`src/rtl/spi_mem_pkg.sv`:
```
// Shared constants, state encoding and frame builder for the SPI memory master.
package spi_mem_pkg;

  localparam logic [7:0] OP_READ         = 8'h03;
  localparam logic [7:0] OP_WRITE        = 8'h02;
  localparam int         CMD_BITS        = 8;
  localparam int         ADDR_PHASE_BITS = 24;
  localparam int         DATA_BITS       = 8;
  localparam int         FRAME_BITS      = 40;

  typedef enum logic [2:0] {
    ST_IDLE  = 3'd0,
    ST_CMD   = 3'd1,
    ST_ADDR  = 3'd2,
    ST_DATA  = 3'd3,
    ST_GUARD = 3'd4
  } state_t;

  // Full 40-bit frame, MSB first; the data byte is zero for reads so mosi idles low.
  function automatic logic [FRAME_BITS-1:0] build_frame(
    input logic                       is_wr,
    input logic [ADDR_PHASE_BITS-1:0] addr,
    input logic [DATA_BITS-1:0]       wdata
  );
    build_frame = {(is_wr ? OP_WRITE : OP_READ), addr,
                   (is_wr ? wdata : {DATA_BITS{1'b0}})};
  endfunction

endpackage

```
`src/rtl/spi_clk_gen.sv`:
```
// SCK generator: toggles sclk every CLK_DIV clk cycles while run is high and
// provides strobes that are high in the cycle whose closing edge moves sclk.
module spi_clk_gen #(
  parameter int CLK_DIV = 2
) (
  input  logic clk,
  input  logic reset,
  input  logic run,
  output logic sclk,
  output logic rise_stb,
  output logic fall_stb
);

  localparam int               CNT_W   = (CLK_DIV > 1) ? $clog2(CLK_DIV) : 1;
  localparam logic [CNT_W-1:0] CNT_MAX = CNT_W'(CLK_DIV - 1);

  logic [CNT_W-1:0] cnt;
  logic             half_done;

  assign half_done = run && (cnt == CNT_MAX);
  assign rise_stb  = half_done && !sclk;
  assign fall_stb  = half_done && sclk;

  // Half-period counter and sclk toggle; idles low with the counter cleared.
  always_ff @(posedge clk or negedge reset) begin
    if (!reset) begin
      cnt  <= '0;
      sclk <= 1'b0;
    end else if (!run) begin
      cnt  <= '0;
      sclk <= 1'b0;
    end else if (half_done) begin
      cnt  <= '0;
      sclk <= ~sclk;
    end else begin
      cnt  <= cnt + 1'b1;
    end
  end

endmodule

```
`src/rtl/spi_mem_master.sv`:
```
// SPI mode-0 master issuing one 40-bit read/write frame per request:
// opcode, 24-bit address, one data byte. Followed by a short guard interval.
module spi_mem_master
  import spi_mem_pkg::*;
#(
  parameter int DATA_WIDTH = 8,
  parameter int ADDR_EXT   = 20,
  parameter int CLK_DIV    = 2
) (
  input  logic                  clk,
  input  logic                  reset,
  input  logic                  spi_we,
  input  logic                  spi_re,
  input  logic [ADDR_EXT-1:0]   spi_addr,
  input  logic [DATA_WIDTH-1:0] spi_din,
  output logic [DATA_WIDTH-1:0] spi_dout,
  output logic                  spi_busy,
  output logic                  spi_done,
  output logic                  sclk,
  output logic                  cs_n,
  output logic                  mosi,
  input  logic                  miso
);

  localparam int               GCNT_W    = (CLK_DIV > 1) ? $clog2(CLK_DIV) : 1;
  localparam logic [GCNT_W-1:0] GCNT_MAX = GCNT_W'(CLK_DIV - 1);
  localparam logic [5:0]       LAST_BIT  = 6'(FRAME_BITS - 1);
  localparam logic [5:0]       CMD_LAST  = 6'(CMD_BITS - 1);
  localparam logic [5:0]       ADDR_LAST = 6'(CMD_BITS + ADDR_PHASE_BITS - 1);

  state_t                     state;
  logic [FRAME_BITS-2:0]      sh;        // bits still to be sent after the current one
  logic [5:0]                 bit_cnt;   // bits completed (counted on sclk falls)
  logic [GCNT_W-1:0]          g_cnt;
  logic [DATA_BITS-1:0]       rx;
  logic                       is_read;
  logic                       run;
  logic                       rise_stb;
  logic                       fall_stb;
  logic [ADDR_PHASE_BITS-1:0] addr24;
  logic [FRAME_BITS-1:0]      frame_load;

  assign addr24     = ADDR_PHASE_BITS'(spi_addr);
  assign frame_load = build_frame(spi_we, addr24, DATA_BITS'(spi_din));
  assign run        = (state == ST_CMD) || (state == ST_ADDR) || (state == ST_DATA);

  spi_clk_gen #(
    .CLK_DIV (CLK_DIV)
  ) u_clk_gen (
    .clk      (clk),
    .reset    (reset),
    .run      (run),
    .sclk     (sclk),
    .rise_stb (rise_stb),
    .fall_stb (fall_stb)
  );

  // Frame sequencer: accept, shift out on sclk falls, sample on rises, guard.
  always_ff @(posedge clk or negedge reset) begin
    if (!reset) begin
      state    <= ST_IDLE;
      sh       <= '0;
      bit_cnt  <= '0;
      g_cnt    <= '0;
      rx       <= '0;
      is_read  <= 1'b0;
      spi_dout <= '0;
      spi_busy <= 1'b0;
      spi_done <= 1'b0;
      cs_n     <= 1'b1;
      mosi     <= 1'b0;
    end else begin
      spi_done <= 1'b0;
      case (state)
        ST_IDLE: begin
          if (spi_we || spi_re) begin
            // A simultaneous we/re is a write: spi_we alone selects the opcode.
            is_read  <= !spi_we;
            mosi     <= frame_load[FRAME_BITS-1];
            sh       <= frame_load[FRAME_BITS-2:0];
            bit_cnt  <= '0;
            cs_n     <= 1'b0;
            spi_busy <= 1'b1;
            state    <= ST_CMD;
          end
        end

        ST_CMD, ST_ADDR, ST_DATA: begin
          if (rise_stb && (state == ST_DATA)) begin
            rx <= {rx[DATA_BITS-2:0], miso};
          end
          if (fall_stb) begin
            if (bit_cnt == LAST_BIT) begin
              cs_n     <= 1'b1;
              mosi     <= 1'b0;
              spi_done <= 1'b1;
              if (is_read) begin
                spi_dout <= DATA_WIDTH'(rx);
              end
              g_cnt    <= '0;
              state    <= ST_GUARD;
            end else begin
              mosi    <= sh[FRAME_BITS-2];
              sh      <= {sh[FRAME_BITS-3:0], 1'b0};
              bit_cnt <= bit_cnt + 1'b1;
              if (bit_cnt == CMD_LAST) begin
                state <= ST_ADDR;
              end else if (bit_cnt == ADDR_LAST) begin
                state <= ST_DATA;
              end
            end
          end
        end

        ST_GUARD: begin
          if (g_cnt == GCNT_MAX) begin
            spi_busy <= 1'b0;
            state    <= ST_IDLE;
          end else begin
            g_cnt <= g_cnt + 1'b1;
          end
        end

        default: begin
          state <= ST_IDLE;
        end
      endcase
    end
  end

endmodule
```
`config.mk`:
```
export PLATFORM = sky130hd
export DESIGN_NAME = spi_mem_master
export DESIGN_NICKNAME = d
export VERILOG_FILES = /design/src/rtl/spi_mem_pkg.sv /design/src/rtl/spi_clk_gen.sv /design/src/rtl/spi_mem_master.sv
export SDC_FILE = /design/constraint.sdc
export NUM_CORES = 1
export LEC_CHECK = 0
export CELL_PAD_IN_SITES_DETAIL_PLACEMENT = 1
export CELL_PAD_IN_SITES_GLOBAL_PLACEMENT = 1
export CORE_ASPECT_RATIO = 0.8
export CORE_MARGIN = 4
export CORE_UTILIZATION = 39
export DETAILED_ROUTE_END_ITERATION = 10
export GPL_ROUTABILITY_DRIVEN = 0
export HOLD_SLACK_MARGIN = 0.12
export PLACE_DENSITY = 0.71
export SLEW_MARGIN = 10
export SYNTH_ARGS = -nofsm -noshare
export SYNTH_HDL_FRONTEND = slang
export SYNTH_SLANG_ARGS = --single-unit
```
`constraint.sdc`:
```
create_clock -name clk -period 2.35 [get_ports clk]
set_input_delay 0.47 -clock clk [delete_from_list [all_inputs] [get_ports clk]]
set_output_delay 0.47 -clock clk [all_outputs]
set_load 0.05 [all_outputs]
```
==> qor.yml <==
die_w_um: 108
via_per_inst: 5.32
wl_per_cell_um: 16.5
antenna_cells: 0
cp_max_fo: 2
synth_area_leaders: "dfrtp_1 (57%), mux2_2 (7.2%), nand2_1 (6.5%)"
final.setup_skew_ns: 0.00562
path_buf_inv: 1
setup_viol_count_final: 0
hold_class: "in -> async"
rows: 28
drt.antenna.violating_nets: 0
drive_gt1_frac: 0.159
grt_pass1_wl_um: 12600
cts_inserted_buffers: 9
multi_input_comb_area_um2: 1220
outcome: "completed"
start_kind: "register"
cp_slowest_cell: "clkdlybuf4s50_1"
yosysUniqueCellTypes: 40
syn-num-nets: 328
numClockSinks: 72
hold_viol: 0
dpl.hpwl_um: 5100
critPathTopFamily: "buffers and inverters"
nNetsFinal: 376
syn_avg_cell_area_um2: 10.6
synth-edff-count: 0
port_buffers: 45
ys_ff_latch: 72
grt.met3_usage: 0.0486
yosys.area.top_type: "dfrtp_1"
fmax_mhz: 464
dp.cells: 436
cts.clk_slew.worst_paths_ns: 0.08
grtUsageTotal: 0.172
slowest_delay_ns: 0.80
dr.first_iter.drc_count: 85
cts_buffer_depth: 2
ios: 46
vias: 2405
clockRootBuffer: "clkbuf_8"
synthFlopType: "dfrtp_1"
grt_use_met1: 0.238
tns_ns: 0
criticalPathCategory: "reg -> out"
min_period_ns: 2.15
crit_arrival_ns: 1.68
wirelength_um: 7470
crit_path_cell_trace: "clkdlybuf4s50_1"
htreeDepth: 3
end_kind: "output pin"
cts_setup_buffers: 0
drv_cap: 0
slew_viol_final: 0
maxSlewHeadroom: 0.261
ir_drop_mv: 0.354
yosysTopAreaCellShare: 0.568
ff_latch_area_um2: 1800
finalNonFillerCells: 452
utilization: 0.516
busiest_layer: "met2"
grt_overflow: 0
required_ns: 1.88
die_y_um: 88.1
fill_cells: 853
cts_tree: "yes"
worst_pin_slew_ns: 1.11
core_um2: 7600
drtPass1Iterations: 4
ys_seq_area_frac: 0.577
synthArstFlopShare: 1.00
rsz0062_at_grt: "false"
initial_core_util: 0.411
drcViolationCount: 0
hold_buffers: 0
grt_pass1_vias: 2533
synthesis.area_um2: 3130
synth_cells: 294
worstSkewPairLatency_ns: 0.35
timing.rr.start: "bit_cnt[0]"
antenna_found_initial: 0
post-route-period-util: 0.917
cts_resized: 0
met2_usage: 0.266
area_growth_pct: 25.6
p_leak_nw: 1.71
dpl-instance-area_um2: 3730
powerDensity_nw_per_um2: 1130
grt_max_degree: 73
fin_area_um2: 3930
dieArea_um2: 9520
cp-startpoint: "cs_n"
yosys_warnings: 0
## cells in the final DEF (no fill, tap or decap), types with 7 or more instances in the layout
cell type / synthesis / final
buf_4: 1 / 9
dfrtp_1: 71 / 71
nand2_1: 54 / 54
a21oi_1: 7 / 7
mux2_2: 20 / 20
nor3_1: 29 / 29
a31oi_1: 27 / 27
nand3_1: 9 / 9
a22o_1: 11 / 11
clkbuf_8: 0 / 9
nor2_1: 8 / 8
clkdlybuf4s50_1: 0 / 44
## final cells by class
type	instances	share of cell area
Timing Repair Buffer	56	0.141
Clock inverter	7	0.0185
Sequential cell	72	0.459
Tap cell	105	0.0335
Clock buffer	9	0.0316
Inverter	5	0.00478
Multi-Input combinational cell	198	0.311
## final timing paths
| check | to | slack [ns] | cells after the start |
|---|---|---|---|
| min reg2reg | cs_n | 0.47 | 2 |
| min | sh[37] | 0.14 | 2 |
| max reg2reg | bit_cnt[0] | 0.30 | 5 |
| max | cs_n | 0.20 | 1 |
| max in group asynchronous | cs_n | 1.88 | 2 |
| min in group clk | cs_n | 0.47 | 2 |
## cell usage after synthesis, drive strengths merged, types with 2 or more instances
cell and count:
dfrtp 71, nand2 54, nor3 29, a31oi 27, mux2 20, a22o 11, clkbuf 10, buf 9
nand3 9, nor2 9, a21oi 7, inv 5, o21ai 5, and3 3, o21a 2
## metal layers
metal  up-vias  part of all wire
met4         0            0.0079
met1      1191              0.48
li1       1150                 -
met2        58              0.46
met3         6             0.048
met5         -                 0
## kinds of logic (layout without fill, tap and decap cells)
family / after synthesis / after routing / synth area share
adder cells (fa/ha/maj): 1 / 1 / 0.00400
XOR/XNOR: 1 / 1 / 0.00280
multiplexers: 21 / 21 / 0.0753
AND/OR/NAND/NOR: 113 / 113 / 0.166
buffers and inverters: 24 / 77 / 0.0332
flip-flops: 72 / 72 / 0.577
AO/OA/AOI/OAI: 62 / 62 / 0.142
## state kept, by name, summed over array words and instances (netlist names)
register and flops:
state 3, sh 39, rx 8, spi_done 1, bit_cnt 6, u_clk_gen.sclk 1, mosi 1, is_read 1
spi_busy 1, g_cnt 1, spi_dout 8, u_clk_gen.cnt 1, cs_n 1
## stage by stage
step	power, mW	worst slack, ns	hold slack, ns
6_report	4.44	0.196	0.143
5_1_grt	4.75	0.136	0.157
4_1_cts	4.49	0.167	0.147
3_5_place_dp	3.51	0.0686	0.464
3_3_place_gp	3.41	0.110	0.464
2_1_floorplan	3.01	0.361	0.174
## where the power goes
group          switching [mW]  total (mW)  internal (mW)
combinational           0.811        1.52          0.707
clock                   0.479       0.968          0.489
sequential              0.297        1.95           1.65
total                    1.59        4.44           2.85
Note: power is estimated with default switching activity, not from simulation.
